File: config.mk
export PLATFORM = sky130hd
export DESIGN_NAME = vigenere_sel_gen_flat
export DESIGN_NICKNAME = d
export VERILOG_FILES = /design/src/rtl/vigenere_sel_gen_if.sv /design/src/rtl/vigenere_sel_gen.sv /design/src/flat_wrapper.sv
export SDC_FILE = /design/constraint.sdc
export NUM_CORES = 1
export LEC_CHECK = 0
export ABC_AREA = 1
export CAP_MARGIN = 10
export CORE_MARGIN = 2
export CORE_UTILIZATION = 54
export DETAILED_ROUTE_END_ITERATION = 12
export MAX_ROUTING_LAYER = met4
export PLACE_DENSITY = 0.77
export SETUP_SLACK_MARGIN = 0.15
export SYNTH_ARGS = -nofsm -noshare
export SYNTH_HDL_FRONTEND = slang
export SYNTH_SLANG_ARGS = --single-unit
File: constraint.sdc
create_clock -name clk -period 2.9 [get_ports clk]
set_input_delay 0.435 -clock clk [delete_from_list [all_inputs] [get_ports clk]]
set_output_delay 0.435 -clock clk [all_outputs]
set_load 0.01 [all_outputs]
File: src/rtl/vigenere_sel_gen_if.sv
// Key-entry, text-input and select-output handshake bundle for vigenere_sel_gen.
// The master side drives key/text/sel_ready; the slave side (the block) drives the select word.
interface vigenere_sel_gen_if;
  logic       key_load;
  logic [7:0] key_char;
  logic       key_last;
  logic       mode;
  logic       in_valid;
  logic [7:0] in_char;
  logic       in_ready;
  logic [7:0] sel;
  logic       sel_alpha;
  logic       sel_upper;
  logic [7:0] sel_char;
  logic       sel_valid;
  logic       sel_ready;

  modport master (
    output key_load, key_char, key_last, mode, in_valid, in_char, sel_ready,
    input  in_ready, sel, sel_alpha, sel_upper, sel_char, sel_valid
  );

  modport slave (
    input  key_load, key_char, key_last, mode, in_valid, in_char, sel_ready,
    output in_ready, sel, sel_alpha, sel_upper, sel_char, sel_valid
  );
endinterface

File: src/rtl/vigenere_sel_gen.sv
// Vigenere shift generator: stores a letter key, then turns each text character into a
// 0..25 letter index for a downstream 26:1 select, one character per cycle.
module vigenere_sel_gen #(
  parameter int KEY_MAX = 16
) (
  input logic              clk,
  input logic              rst,
  vigenere_sel_gen_if.slave bus
);

  localparam int KW = (KEY_MAX > 1) ? $clog2(KEY_MAX) : 1;
  localparam int LW = $clog2(KEY_MAX + 1);

  typedef enum logic [1:0] {IDLE, LOAD, RUN} state_t;

  state_t        state;
  state_t        state_next;
  logic [4:0]    key_mem [0:(1<<KW)-1];
  logic [LW-1:0] key_len;
  logic [KW-1:0] kpos;

  logic [7:0]    sel_q;
  logic          sel_alpha_q;
  logic          sel_upper_q;
  logic [7:0]    sel_char_q;
  logic          sel_valid_q;

  logic          in_ready_c;
  logic          in_xfer;
  logic          out_xfer;

  logic          key_is_upper;
  logic          key_is_letter;
  logic [4:0]    key_idx;
  logic [LW-1:0] base_len;
  logic          store_key;
  logic [LW-1:0] new_len;

  logic          in_is_upper;
  logic          in_is_letter;
  logic [4:0]    in_idx;
  logic [4:0]    key_val;
  logic [5:0]    sum6;
  logic [5:0]    enc6;
  logic [5:0]    dec6;
  logic [4:0]    shifted;
  logic [LW-1:0] kpos_inc;
  logic [KW-1:0] kpos_wrap;

  // Key character decode; a strobe that enters LOAD starts a fresh key at length 0.
  always_comb begin
    key_is_upper  = (bus.key_char >= 8'h41) && (bus.key_char <= 8'h5a);
    key_is_letter = key_is_upper ||
                    ((bus.key_char >= 8'h61) && (bus.key_char <= 8'h7a));
    key_idx       = key_is_upper ? 5'(bus.key_char - 8'h41) : 5'(bus.key_char - 8'h61);
    base_len      = (state == LOAD) ? key_len : '0;
    store_key     = bus.key_load && key_is_letter && (base_len < LW'(KEY_MAX));
    new_len       = base_len + LW'(store_key);
  end

  always_ff @(posedge clk or posedge rst) begin
    if (rst) state <= IDLE;
    else     state <= state_next;
  end

  always_comb begin
    state_next = state;
    if (bus.key_load) begin
      if (bus.key_last) state_next = (new_len != '0) ? RUN : IDLE;
      else              state_next = LOAD;
    end
  end

  always_comb begin
    in_ready_c = (state == RUN) && !bus.key_load && (!sel_valid_q || bus.sel_ready);
    in_xfer    = bus.in_valid && in_ready_c;
    out_xfer   = sel_valid_q && bus.sel_ready;
  end

  // Text decode and modular shift; decrypt adds 26 before subtracting to stay non-negative.
  always_comb begin
    in_is_upper  = (bus.in_char >= 8'h41) && (bus.in_char <= 8'h5a);
    in_is_letter = in_is_upper ||
                   ((bus.in_char >= 8'h61) && (bus.in_char <= 8'h7a));
    in_idx       = in_is_upper ? 5'(bus.in_char - 8'h41) : 5'(bus.in_char - 8'h61);
    key_val      = key_mem[kpos];
    sum6         = {1'b0, in_idx} + {1'b0, key_val};
    enc6         = (sum6 >= 6'd26) ? (sum6 - 6'd26) : sum6;
    dec6         = (in_idx >= key_val) ? ({1'b0, in_idx} - {1'b0, key_val})
                                       : ({1'b0, in_idx} + 6'd26 - {1'b0, key_val});
    shifted      = bus.mode ? 5'(dec6) : 5'(enc6);
    kpos_inc     = LW'(kpos) + LW'(1);
    kpos_wrap    = (kpos_inc >= key_len) ? '0 : KW'(kpos_inc);
  end

  always_ff @(posedge clk) begin
    if (store_key) key_mem[KW'(base_len)] <= key_idx;
  end

  always_ff @(posedge clk or posedge rst) begin
    if (rst) begin
      key_len <= '0;
      kpos    <= '0;
    end else if (bus.key_load) begin
      key_len <= new_len;
      kpos    <= '0;
    end else if (in_xfer && in_is_letter) begin
      kpos    <= kpos_wrap;
    end
  end

  // Output word register: loads on every accepted char, holds under back-pressure.
  always_ff @(posedge clk or posedge rst) begin
    if (rst) begin
      sel_q       <= 8'h00;
      sel_alpha_q <= 1'b0;
      sel_upper_q <= 1'b0;
      sel_char_q  <= 8'h00;
      sel_valid_q <= 1'b0;
    end else if (in_xfer) begin
      sel_q       <= in_is_letter ? {3'b000, shifted} : 8'h00;
      sel_alpha_q <= in_is_letter;
      sel_upper_q <= in_is_upper;
      sel_char_q  <= bus.in_char;
      sel_valid_q <= 1'b1;
    end else if (out_xfer) begin
      sel_valid_q <= 1'b0;
    end
  end

  assign bus.in_ready  = in_ready_c;
  assign bus.sel       = sel_q;
  assign bus.sel_alpha = sel_alpha_q;
  assign bus.sel_upper = sel_upper_q;
  assign bus.sel_char  = sel_char_q;
  assign bus.sel_valid = sel_valid_q;

endmodule

File: src/flat_wrapper.sv
// flat-port wrapper written by rule: the top's interface ports become plain ports
module vigenere_sel_gen_flat 
#(
  parameter int KEY_MAX = 16
)
  (clk, rst, bus_key_load, bus_key_char, bus_key_last, bus_mode, bus_in_valid, bus_in_char, bus_sel_ready, bus_in_ready, bus_sel, bus_sel_alpha, bus_sel_upper, bus_sel_char, bus_sel_valid);
  vigenere_sel_gen_if bus_i ();
  input logic clk;
  input logic rst;
  input wire logic [$bits(bus_i.key_load)-1:0] bus_key_load;
  input wire logic [$bits(bus_i.key_char)-1:0] bus_key_char;
  input wire logic [$bits(bus_i.key_last)-1:0] bus_key_last;
  input wire logic [$bits(bus_i.mode)-1:0] bus_mode;
  input wire logic [$bits(bus_i.in_valid)-1:0] bus_in_valid;
  input wire logic [$bits(bus_i.in_char)-1:0] bus_in_char;
  input wire logic [$bits(bus_i.sel_ready)-1:0] bus_sel_ready;
  output wire logic [$bits(bus_i.in_ready)-1:0] bus_in_ready;
  output wire logic [$bits(bus_i.sel)-1:0] bus_sel;
  output wire logic [$bits(bus_i.sel_alpha)-1:0] bus_sel_alpha;
  output wire logic [$bits(bus_i.sel_upper)-1:0] bus_sel_upper;
  output wire logic [$bits(bus_i.sel_char)-1:0] bus_sel_char;
  output wire logic [$bits(bus_i.sel_valid)-1:0] bus_sel_valid;
  assign bus_i.key_load = bus_key_load;
  assign bus_i.key_char = bus_key_char;
  assign bus_i.key_last = bus_key_last;
  assign bus_i.mode = bus_mode;
  assign bus_i.in_valid = bus_in_valid;
  assign bus_i.in_char = bus_in_char;
  assign bus_i.sel_ready = bus_sel_ready;
  assign bus_in_ready = bus_i.in_ready;
  assign bus_sel = bus_i.sel;
  assign bus_sel_alpha = bus_i.sel_alpha;
  assign bus_sel_upper = bus_i.sel_upper;
  assign bus_sel_char = bus_i.sel_char;
  assign bus_sel_valid = bus_i.sel_valid;
  vigenere_sel_gen #(.KEY_MAX(KEY_MAX)) u_core (.clk(clk), .rst(rst), .bus(bus_i));
endmodule
## Word level (Yosys, flattened, before mapping)

Memories as Yosys holds them, arrays and structs flattened.
Cells that the tools add are included.
Widths: inputs -> output; s select.

- Add/sub/neg operators: 11
- $lt $le $gt $ge: 12
- Eq/ne operators: 2
- Mux-type cells: 16
- Reductions and logical operators: 19

Operators with widths:

| kind | number |
|---|---|
| $mux 5 | 7 |
| $ge 8x7->1 const B | 4 |
| $le 8x7->1 const B | 4 |
| $sub 5x1->5 const B | 4 |
| $mux 4 | 3 |
| $logic_and 1x1->1 | 11 |
| $ge 5x5->1 | 2 |
| $sub 5x5->5 | 2 |
| $add 5x5->6 | 1 |
| $ge 6x5->1 const B | 1 |
| $add 4x1->5 const B | 1 |
| $add 5x1->5 | 1 |
| $add 5x5->5 const B | 1 |
| $lt 5x5->1 const B | 1 |
| $reduce_bool 5->1 | 1 |
| $sub 5x5->5 const B | 1 |
| $mux 1 | 4 |
| $mux 2 | 2 |
| $reduce_bool 2->1 | 2 |
| $logic_or 1x1->1 | 3 |
| $eq 2x1->1 const B | 1 |
| $eq 2x2->1 const B | 1 |
| $logic_not 1->1 | 2 |

- Register bits: 30
- RAM bits: 80
- Input port bits: 23
- Output and inout port bits: 20
- Word-level logic and storage cells: 69
- Memories: 1

Memories:

| name | words | width | read ports | clocked after Yosys merged registers in | write ports | line | text |
|---|---|---|---|---|---|---|---|
| u_core.key_mem | 16 | 5 | 1 | 0 | 1 | vigenere_sel_gen.sv:18 | `logic [4:0] key_mem [0:(1<<KW)-1];` |

## Longest topological paths before layout

Gate-level depths: netlist of run 1.

- Depth in word-level cells: 9
- Gate-level depth with buffers: 23
- Depth with buffers taken out: 21

## Least setup slack after synthesis of run 1

OpenSTA, ideal clock, no wires.

- Kind: register to register
- Start point: register u_core.kpos[0]
- End point: register u_core.sel_q[3] (netlist: u_core.bus.sel[3])
- Setup time: 0.116 ns
- Data arrival time: 2.802 ns
- Data required time: 2.784 ns
- Slack: -0.018 ns
- Stages on the path, launching flop included: 21
- Path buffers: 2
- Clock period less this slack: 2.918 ns
- Path through: dfrtp_1 buf_2 buf_2 a21oi_1 o21ai_0 o211ai_1 nand3_1 nand2_1 inv_1 ha_1 inv_1 ha_1 inv_1 fa_1 xor2_1 nand4_1 nand2_1 nor2_1 nor2_1 nand2_1 nand2_1

- Cells in the longest elaborated chain, start to end: 6
- Elaborated cells between the ends (all ways): 11
- Classes of those cells: add/sub (4); order compare (2); mux (4); memory (1)

RTL lines:

| what | line | text |
|---|---|---|
| from (decl) | vigenere_sel_gen.sv:20 | `logic [KW-1:0] kpos;` |
| from (signal assigned) | vigenere_sel_gen.sv:108 | `kpos <= kpos_wrap;` |
| $mem_v2 16x5 * | n/a |  |
| $add 5x5->6 | vigenere_sel_gen.sv:87 | `sum6 = {1'b0, in_idx} + {1'b0, key_val};` |
| $sub 5x5->5 or $ge 6x5->1 (tied branches) | vigenere_sel_gen.sv:88 | `enc6 = (sum6 >= 6'd26) ? (sum6 - 6'd26) : sum6;` |
| $mux 5 | vigenere_sel_gen.sv:88 |  |
| $mux 5 * | vigenere_sel_gen.sv:91 | `shifted = bus.mode ? 5'(dec6) : 5'(enc6);` |
| $mux 5 * | vigenere_sel_gen.sv:121 | `sel_q <= in_is_letter ? {3'b000, shifted} : 8'h00;` |
| to (signal assigned) | vigenere_sel_gen.sv:121 |  |
| to (decl) | vigenere_sel_gen.sv:22 | `logic [7:0] sel_q;` |

Every way passes the cells marked *; elsewhere a longest branch is shown, timed or not.
A chain may end at the register's enable or synchronous reset.

## Worst setup path in the final report of run 1

- Start point: register u_core.kpos[0]
- End point: register u_core.sel_q[4] (netlist: u_core.bus.sel[4])

The elaborated chain is that of the path after synthesis.

==> impl_results.md, run 1 <==
* # rows at 38
* Critical Path RT at roughly 3.2 ns
* Post-synth top flop: edfxtp_1
* Max Cap Viol at 0
* Yosys cell types at 45
* Register area share after synthesis at 0.5130
* Switch share at 0.2882
* Core ar. at ~11000 um^2
* CP startpoint: u_core.kpos[0]$_DFFE_PP0P_
* Io pins at 43
* Vias in the first global route at about 4600
* Crit path to: u_core.bus.sel[4]$_DFFE_PP0P_
* Top-area cell type share of the netlist area at 0.4004
* Final wirelength at 14150 um
* Vias per cell at around 5.5
* Die ar. at 11970 um^2
* Final worst slack at -0.09810 ns
* Net Sw Power at approximately 1 mW
* Crit path capture type: flip-flop
* Tot Pwr at ~3.4 mW
* Synthesized area per cell at 10.08 um^2
* CP Max Fanout at 13
* Pwr Density at approximately 460 nW/um^2
* Fin cells at 835
* Final min period at 2.998 ns
* Clock Power Share at 0.257
* Synth Cell Area at approximately 6000 um^2
* Drt wl/cell at between 15 and 20 um
* Failing checks: setup timing
* Num CTS Buffers at 9
* Setup crit start kind: flip-flop
* Synth top cells by count: nand2_1, edfxtp_1, inv_1
* Via count at between 4000 and 5000
* Synth area leaders: edfxtp_1, dfrtp_1, ha_1
* Pre-antenna DRT Iters at 4
* Status: finished with violations
* Gpl congestion at about 0.95
* Kind of critical path: reg -> reg
* Combinational share of power at 0.224
* Worst R2R End: u_core.bus.sel[4]$_DFFE_PP0P_
* ANT nets after route at 0
* Largest net degree at the start of global routing at 23
* Cells after Synth at between 500 and 600
* Global-route wire length before repair at ~22000 um
* Final core utilization at 0.6871
* Clock buffer depth at 2
* Clk_lat worst skew at approximately 0.4 ns
* Seq pwr share at 0.519
* Layout fillers at 794
* CTS H-Tree Depth at 3
* RR Startpoint: u_core.kpos[0]$_DFFE_PP0P_
* RSZ-0062 raised after global routing: true
* Setup violators final at 3
* Max-Slew Margin vs Limit at 0.5965
* Count leader, synth: nand2_1
* Fin. Hold Viols at 0
* #FFs+latches synth at around 110
* Worst Skew at about 0.012 ns
* CTS sink cnt at about 110
* Root Driver: clkbuf_8
* Initial core utilization at 0.5534
* Reg-to-reg setup timing slack at -0.1 ns
* VDD IR max at about 360 uV
* Yosys top cell by area: edfxtp_1
* Synth Warn # at 0
* FF-to-FF path depth at 18
* Inserted Diodes at 0
* Placed cells at between 800 and 900
* Internal power at around 2.4 mW
* Max Freq at about 0.33 GHz
* Crit share post-route at 1.034
* Syn-to-layout area delta at 24.15%
* Layout net count at 748
* Hold/Removal Path Class: in -> async
* CTS tree: built
* Final hold slack at just over 0.4 ns
* Initial DRC count at 310
* Fraction of final layout cells sized beyond drive strength 1 at 0.2317
* Slew of the pin with the lowest slew margin at 0.6046 ns
* Post-DP HPWL at roughly 10000 um
* GRT Residual Overflow at 0
* Initial antenna violation count at 0
* Residual DRC at 0
* Lkg Pwr at around 3.0 nW
* Post-synth ARST share at 0.2523
* Die height at between 100 and 150 um
* Post-synth EDFFs at 80
* Worst-path clk slew at 0.11 ns
* Critical Path AT at roughly 3.3 ns
* Fin. max-slew vios at 0
* Die X at 109.4 um
* GRT Util Overall at 0.2540
* # port buffers at 39
* CTS Hold Bufs at 0
placed cells by master, fill, tap and decap left out, types with 3 or more instances in the layout:
cell              n
a21oi_1          23
mux2i_1          19
nand2_1          90
clkdlybuf4s50_1  39
nand3_4           6
nand2_4           4
nor3_1            4
inv_2            14
buf_4            54
dfrtp_1          26
buf_12            5
conb_1            3
nor2_2            4
nor2_1           38
xor2_1           14
o211ai_1         21
nand2_2          13
ha_2              4
inv_1            57
ha_1             22
clkbuf_8          9
nand3_1          28
nor3_2            4
nand4_1           5
o21ai_0          33
o21ai_2           4
clkinv_1          5
ha_4              5
o21ai_1          13
xnor2_1           3
nor2_4            3
a21oi_2           5
edfxtp_1         80
buf_6             4
state kept, by name (all words and copies together) (netlist names):
| name | cells |
|---|---|
| u_core.key_len | 5 |
| u_core.bus.sel_valid | 1 |
| u_core.bus.sel_char | 8 |
| u_core.bus.sel_upper | 1 |
| u_core.bus.sel_alpha | 1 |
| u_core.state | 2 |
| u_core.kpos | 4 |
| u_core.key_mem | 80 |
| u_core.bus.sel | 5 |
routing by layer:
layer / GRT usage / wire length (um) / vias up
met1: 0.2882 / 5711 / 2241
met4: 0.09675 / 395 / 0
met2: 0.4440 / 7424 / 142
met3: 0.04979 / 620 / 27
met5: - / 0 / -
li1: - / - / 2203
how the worst min path moves through the flow:
| stage | startpoint | endpoint | slack [ns] | cells after the start |
|---|---|---|---|---|
| after floorplan | u_core.key_len[4]$_DFFE_PP0P_ | u_core.key_len[4]$_DFFE_PP0P_ | 0.45 | 2 |
| after global placement | u_core.bus.sel[2]$_DFFE_PP0P_ | u_core.bus.sel[2]$_DFFE_PP0P_ | 0.46 | 2 |
| after detailed placement | u_core.bus.sel[0]$_DFFE_PP0P_ | u_core.bus.sel[0]$_DFFE_PP0P_ | 0.47 | 2 |
| after global routing | rst | u_core.state[1]$_DFFE_PP0P_ | 0.45 | 2 |
| final | rst | u_core.state[1]$_DFFE_PP0P_ | 0.41 | 2 |
| after CTS | rst | u_core.state[1]$_DFFE_PP0P_ | 0.42 | 2 |
layout make-up:
| type | count | area (um^2) | share of cell area |
|---|---|---|---|
| Clock buffer | 10 | 127.6 | 0.01713 |
| Clock inverter | 6 | 60.06 | 0.008063 |
| Inverter | 78 | 297.8 | 0.03998 |
| Multi-Input combinational cell | 389 | 2680 | 0.3598 |
| Sequential cell | 107 | 3079 | 0.4134 |
| Tap cell | 140 | 175.2 | 0.02352 |
| Timing Repair Buffer | 105 | 1028 | 0.1381 |
what timing repair did:
action,CTS,global route
pin swaps,12,19
cloned,3,0
endpoints found under the hold margin,0,0
resized for setup,24,36
endpoints found under the setup margin,4,9
setup buffers,10,4
critical path: stages (launching register included):
cell      delay, ns
dfrtp_2        0.51
buf_6          0.16
buf_16         0.14
o21ai_0        0.14
o21ai_0        0.12
o211ai_1       0.18
nand2_1        0.13
ha_2           0.22
buf_4          0.14
fa_1           0.38
nor2_1         0.19
nor2_1         0.10
xor2_1         0.15
nand2_1        0.07
nand2_1        0.04
nor2_1         0.08
nor2_1         0.04
nand2_1        0.06
nand2_1        0.04
kinds of logic after synthesis:
family / count (synthesis) / synth area share
AND/OR/NAND/NOR: 207 / 0.1712
flip-flops: 107 / 0.5130
AO/OA/AOI/OAI: 106 / 0.1049
buffers and inverters: 101 / 0.07258
adder cells (fa/ha/maj): 35 / 0.07800
multiplexers: 20 / 0.03337
XOR/XNOR: 18 / 0.02628
other: 1 / 0.0006251
power by group through the flow:
stage	registers (mW)	clock network, mW	logic [mW]
2_1_floorplan	1.83	0	0.344
3_3_place_gp	1.80	0	0.666
3_5_place_dp	1.80	0	0.688
4_1_cts	1.77	0.883	0.711
5_1_grt	1.77	0.936	0.835
6_report	1.76	0.874	0.763
stage by stage:
step	setup slack (ns)	TNS, ns	cell area (um^2)
detailed placement	-0.1387	-0.4611	6857
CTS	-0.01423	-0.02229	7271
floorplan	0.1692	0	6035
global placement	-0.1126	-0.1848	6857
finish	-0.09810	-0.1744	7448
global route	-0.2662	-0.8104	7448
(Power assumes the default switching activity.)
==> run 2: changes to the inputs <==
- PLACE_DENSITY: 0.77 -> 0.82
==> run 2 against run 1 <==
  * The flow still finishes with violations (setup timing)
  * Register-to-register slack is essentially flat
  * Setup slack got worse by 0.011 ns
  * Largest cell class unchanged
  * Sequential power is essentially flat
  * Final cell count fell by 0.12%
  * Largest power group unchanged
  * Global-route usage increased by 0.62 points
  * Critical path depth increased by 1
  * Combinational power down 3.5%
  * Die area unchanged
  * Non-clock buffer count down 1
  * Hold slack got worse by 0.091 ns
  * Power increased by 3.4%
==> impl_results.md, run 2 (synthesis gave the netlist of run 1 again) <==
* Gpl congestion at 0.9957 (+4.9%)
* Syn-to-layout area delta at 23.69%
* Initial core utilization at 0.5534 (unchanged)
* Initial DRC count at 266 (-14%)
* Fin. max-slew vios at 0 (unchanged)
* CP cell instances: buf_12, buf_8, mux2i_1, o211ai_1, nand3_1, nand2_1, buf_4, buf_4, buf_4, ha_2, a21oi_2, nand3_1, nand2_2, buf_4, inv_1, nand4_1, nand3_1, nand2_1, nand2_1
* Pwr Density at 474.1 nW/um^2 (+3.8%)
* Fraction of final layout cells sized beyond drive strength 1 at 0.2334 (+0.001775)
* Status: finished with violations
* Setup violators final at 4 (+1)
* Hold/Removal Path Class: in -> async
* Most frequent cells in the layout: nand2_1, edfxtp_1, buf_4
* VDD IR max at 497.0 uV (+36%)
* Vias in the first global route at 4640 (+1.1%)
* Tot Pwr at 3.518 mW (+3.4%)
* Die ar. at 11970 um^2 (unchanged)
* CTS Hold Bufs at 0 (unchanged)
* Reg-to-reg setup timing slack at -0.11 ns (about the same)
* Final wirelength at 13820 um (-2.4%)
* Worst Skew at 0.01540 ns (+0.003218 ns)
* RSZ-0062 raised after global routing: true
* CTS H-Tree Depth at 3 (unchanged)
* Reg with most FFs: u_core.key_mem
* Layout net count at 747 (-0.13%)
* Residual DRC at 0 (unchanged)
* Failing checks: setup timing
* Most frequent CP cell: buf_4
* Final instance area at 7421 um^2 (-0.37%)
* Inserted Diodes at 0 (unchanged)
* GRT Residual Overflow at 0 (unchanged)
* Io pins at 43 (unchanged)
* Kind of critical path: reg -> reg
* Max Cap Viol at 0 (unchanged)
* Lkg Pwr at 3.050 nW (+0.26%)
* Num CTS Buffers at 9 (unchanged)
* Crit path capture type: flip-flop
* Placed Instance Area at 6879 um^2 (+0.33%)
* CP delay by family, top: buffers and inverters
* Initial antenna violation count at 0 (unchanged)
* Pre-CTS WS at -0.1084 ns (+0.03026 ns)
* Final worst slack at -0.1096 ns (-0.01149 ns)
* Core ar. at 10840 um^2 (unchanged)
* Max-Slew Margin vs Limit at 0.1821 (-0.4144)
* Slowest Stage Delay on Critical Path at 0.55 ns (+0.04 ns)
* # port buffers at 39 (unchanged)
* CTS tree: built
* CP max stage cell: dfrtp_2
* Setup crit start kind: flip-flop
* Root Driver: clkbuf_8
* Fin. Hold Viols at 0 (unchanged)
* CP bufs+invs at 7 (+4)
* Final hold slack at 0.3199 ns (-0.09136 ns)
* CTS sink cnt at 107 (unchanged)
* Largest net degree at the start of global routing at 22 (-4.3%)
* Worst-path clk slew at 0.11 ns (about the same)
* # rows at 38 (unchanged)
* Post-DP HPWL at 9706 um (-2.6%)
* ANT nets after route at 0 (unchanged)
* Die height at 109.4 um (unchanged)
* CP Max Fanout at 8 (-5)
* Layout fillers at 797 (+0.38%)
* Final min period at 3.010 ns (+0.01149 ns)
* Clock buffer depth at 2 (unchanged)
* Die X at 109.4 um (unchanged)
* Global-route wire length before repair at 22910 um (+2.4%)
* Critical Path AT at 3.31 ns (+0.03 ns)
* Pre-antenna DRT Iters at 5 (+1)
* Drt wl/cell at 16.57 um (-2.2%)
* Commonest non-fill, non-tap cell in the layout: nand2_1
* Critical Path RT at 3.20 ns (+0.02 ns)
* Max Freq at 0.3323 GHz (-0.38%)
* GRT Util Overall at 0.2603 (+0.006229)
* Via count at 4537 (-1.6%)
* Clk_lat worst skew at 0.40 ns (about the same)
* Crit share post-route at 1.038 (+0.003961)
* Fin Setup TNS at -0.3667 ns (-0.1923 ns)
* Vias per cell at 5.440 (-1.5%)
* Slew of the pin with the lowest slew margin at 1.223 ns (+0.6181 ns)
* Largest register FFs at 80 (unchanged)
==> run 2: cell types whose count changed in the layout (fill, tap and decap cells not counted), sizes merged <==
cell	before	now
bufinv	0	1
bufbuf	1	0
clkbuf	10	9
clkinvlp	2	0
inv	75	77
==> run 2: final cells by class <==
class | count | area (um^2) | area share
Sequential cell | 107 | 3079 | 0.4149
Tap cell | 140 | 175.2 | 0.02360
Clock inverter | 7 | 97.59 | 0.01315
Timing Repair Buffer | 104 | 992.2 | 0.1337
Inverter | 78 | 297.8 | 0.04013
Multi-Input combinational cell | 389 | 2655 | 0.3578
Clock buffer | 9 | 123.9 | 0.01669
==> run 2: path summary, 6_finish.rpt <==
check	endpoint	start	cells after the start
worst min register to register	u_core.bus.sel[1]$_DFFE_PP0P_	u_core.bus.sel[1]$_DFFE_PP0P_	2
worst max register to register	u_core.bus.sel[4]$_DFFE_PP0P_	u_core.kpos[0]$_DFFE_PP0P_	19
max in group asynchronous	u_core.bus.sel_char[1]$_DFFE_PP0P_	rst	3
worst max-delay path	u_core.bus.sel[4]$_DFFE_PP0P_	u_core.kpos[0]$_DFFE_PP0P_	19
min in group clk	u_core.bus.sel[1]$_DFFE_PP0P_	u_core.bus.sel[1]$_DFFE_PP0P_	2
worst min-delay path	u_core.kpos[2]$_DFFE_PP0P_	rst	2
==> run 2: timing repair <==
| item | 4_1_cts | 5_1_grt |
|---|---|---|
| endpoints found under the hold margin | 0 | 0 |
| cloned | 2 | 0 |
| pin swaps | 20 | 9 |
| resized for setup | 41 | 15 |
| endpoints found under the setup margin | 4 | 6 |
| setup buffers | 8 | 3 |
==> run 2: per-stage QoR <==
| stage | util | std cells |
|---|---|---|
| finish | 0.6846 | 834 |
| global route | 0.6846 | 834 |
| CTS | 0.6767 | 830 |
| detailed placement | 0.6346 | 804 |
| global placement | 0.6346 | 804 |
| floorplan | - | 597 |
==> run 2: where the power goes <==
group          internal, mW  switching (mW)  total, mW
Clock                 0.429           0.587       1.02
Combinational         0.352           0.384      0.736
Sequential             1.73          0.0372       1.77
Total                  2.51            1.01       3.52
==> run 2: layer usage <==
layer  GRT usage  part of all wire  vias up
li1            -                 -     2197
met4      0.1013             0.029        0
met5           -                 0        -
met1      0.2962              0.40     2176
met3     0.05216             0.046       28
met2      0.4519              0.52      136
==> run 3: changes to the inputs <==
- MAX_ROUTING_LAYER: met4 -> unset
- SKIP_LAST_GASP: unset -> 1
==> run 3 against run 2 <==
  * The flow still finishes with violations (setup timing)
  * Combinational power down 0.5%
  * Power fell by 4.1%
  * Critical endpoint unchanged
  * Critical path type unchanged
  * Core utilization is 0.38 points lower
  * Highest routed layer unchanged
==> impl_results.md, run 3 (synthesis gave the netlist of run 1 again) <==
* Status: finished with violations
* Failing checks: setup timing
* Vias in the first global route at 4591 (-1.1%)
* Core ar. at 10840 um^2 (unchanged)
* Fin cells at 835 (+0.12%)
* Root Driver: clkbuf_8
* Max Cap Viol at 0 (unchanged)
* Setup crit start kind: flip-flop
* Placed cells at 804 (unchanged)
* RR Startpoint: u_core.kpos[0]$_DFFE_PP0P_
* Via count at 4644 (+2.4%)
* Inserted Diodes at 0 (unchanged)
* Worst-path clk slew at 0.11 ns (about the same)
* Fin. max-slew vios at 0 (unchanged)
* Initial antenna violation count at 0 (unchanged)
* Die height at 109.4 um (unchanged)
* Layout net count at 749 (+0.27%)
* CP startpoint: u_core.kpos[0]$_DFFE_PP0P_
* Most frequent cells in the layout: nand2_1, edfxtp_1, inv_1
* Vias per cell at 5.562 (+2.2%)
* Initial core utilization at 0.5534 (unchanged)
* Reg with most FFs: u_core.key_mem
* Fraction of final layout cells sized beyond drive strength 1 at 0.2158 (-0.01760)
* CTS sink cnt at 107 (unchanged)
* Largest register FFs at 80 (unchanged)
* Die ar. at 11970 um^2 (unchanged)
* Worst Skew at 0.01392 ns (-0.001476 ns)
* Pwr Density at 457.1 nW/um^2 (-3.6%)
* # port buffers at 39 (unchanged)
* Initial DRC count at 387 (+45%)
* VDD IR max at 435.8 uV (-12%)
* Clock buffer depth at 2 (unchanged)
* Residual DRC at 0 (unchanged)
* Clk_lat worst skew at 0.40 ns (about the same)
* CP Max Fanout at 11 (+3)
* CTS tree: built
* Largest net degree at the start of global routing at 28 (+27%)
* Drt wl/cell at 16.75 um (+1.1%)
* Fin. Hold Viols at 0 (unchanged)
* Syn-to-layout area delta at 23.00%
* GRT Residual Overflow at 0 (unchanged)
* Crit path capture type: flip-flop
* Pre-antenna DRT Iters at 7 (+2)
* Slew of the pin with the lowest slew margin at 0.5736 ns (-0.6491 ns)
* Critical Path AT at 3.26 ns (-0.05 ns)
* FF-to-FF path depth at 18 (-1)
* Final wirelength at 13990 um (+1.2%)
* Gpl congestion at 0.9473 (-4.9%)
* Final hold slack at 0.3889 ns (+0.06905 ns)
* Kind of critical path: reg -> reg
* Io pins at 43 (unchanged)
* Critical Path RT at 3.19 ns (about the same)
* # rows at 38 (unchanged)
* Die X at 109.4 um (unchanged)
* Hold/Removal Path Class: in -> async
* Max Freq at 0.3375 GHz (+1.6%)
* Commonest non-fill, non-tap cell in the layout: nand2_1
* Lkg Pwr at 3.043 nW (-0.23%)
* GRT Util Overall at 0.2486 (-0.01163)
* Num CTS Buffers at 9 (unchanged)
* ANT nets after route at 0 (unchanged)
* CTS H-Tree Depth at 3 (unchanged)
* Setup violators final at 3 (-1)
* Final worst slack at -0.06286 ns (+0.04674 ns)
* Max-Slew Margin vs Limit at 0.6163 (+0.4342)
* Post-DP HPWL at 9613 um (-0.96%)
* RSZ-0062 raised after global routing: true
* Global-route wire length before repair at 22410 um (-2.2%)
* Final min period at 2.963 ns (-0.04674 ns)
* Crit share post-route at 1.022 (-0.01612)
[run 3: cell types whose count changed in the layout (fill, tap and decap cells not counted), moves of 2 or more]
cell,previous run,this run
mux2i_4,2,0
a21oi_2,7,5
mux2i_1,17,20
fa_1,1,3
inv_2,17,12
o21ai_2,6,3
o21ai_1,9,12
fa_2,3,1
a21oi_1,22,24
inv_1,54,59
[run 3: repair_timing]
item	4_1_cts	5_1_grt
gates cloned	3	0
pin swaps	10	4
hold buffers	0	0
gates resized for setup	27	12
setup endpoints to repair	4	10
buffers inserted	8	2
[run 3: final timing paths]
check                                                endpoint  slack [ns]
worst max-delay path            u_core.bus.sel[4]$_DFFE_PP0P_       -0.06
worst min-delay path            u_core.bus.sel[1]$_DFFE_PP0P_        0.39
worst max register to register  u_core.bus.sel[4]$_DFFE_PP0P_       -0.06
worst min register to register  u_core.bus.sel[0]$_DFFE_PP0P_        0.49
max in group asynchronous          u_core.kpos[0]$_DFFE_PP0P_        2.22
min in group clk                u_core.bus.sel[0]$_DFFE_PP0P_        0.49
[run 3: where the power goes]
| part | internal (mW) | total, mW | switching, mW |
|---|---|---|---|
| clock | 0.327 | 0.875 | 0.548 |
| sequential | 1.73 | 1.77 | 0.0370 |
| combinational | 0.349 | 0.732 | 0.383 |
| total | 2.40 | 3.37 | 0.968 |
[run 3: metrics by stage]
stage          setup TNS, ns  setup WS [ns]  power, mW  area, um^2  utilization
2_1_floorplan              0         0.1692      2.172        6035            -
4_1_cts             -0.03775       -0.01972      3.368        7296       0.6730
5_1_grt               -1.224        -0.3766      3.525        7380       0.6807
6_report             -0.1085       -0.06286      3.373        7380       0.6807
3_5_place_dp         -0.3902        -0.1051      2.483        6879       0.6346
3_3_place_gp        -0.07535       -0.07535      2.459        6879       0.6346
[run 3: critical path: stages (launching register included)]
cell	delay (ns)
dfrtp_2	0.48
buf_12	0.15
buf_16	0.14
o21ai_0	0.17
o21ai_1	0.12
o211ai_1	0.23
nand2_1	0.13
ha_2	0.20
buf_4	0.13
fa_1	0.41
nor2_1	0.14
nor2_1	0.08
xor2_1	0.14
nand2_1	0.07
nand2_1	0.05
nor2_1	0.09
nor2_1	0.05
nand2_1	0.05
nand2_1	0.05
[run 3: layout make-up]
| type | instances | area (um^2) |
|---|---|---|
| Clock buffer | 9 | 123.9 |
| Clock inverter | 6 | 56.30 |
| Fill cell | 789 | 3461 |
| Inverter | 78 | 297.8 |
| Multi-Input combinational cell | 389 | 2615 |
| Sequential cell | 107 | 3079 |
| Tap cell | 140 | 175.2 |
| Timing Repair Buffer | 106 | 1032 |
[run 3: metal layers]
layer  track usage  share of wire  wire length (um)  up-vias
met5             0              0                 0        -
met3       0.04624          0.057               792       37
met4        0.1058          0.030               422        0
li1              -              -                 -     2193
met1        0.2966           0.40              5627     2234
met2        0.4392           0.51              7147      180
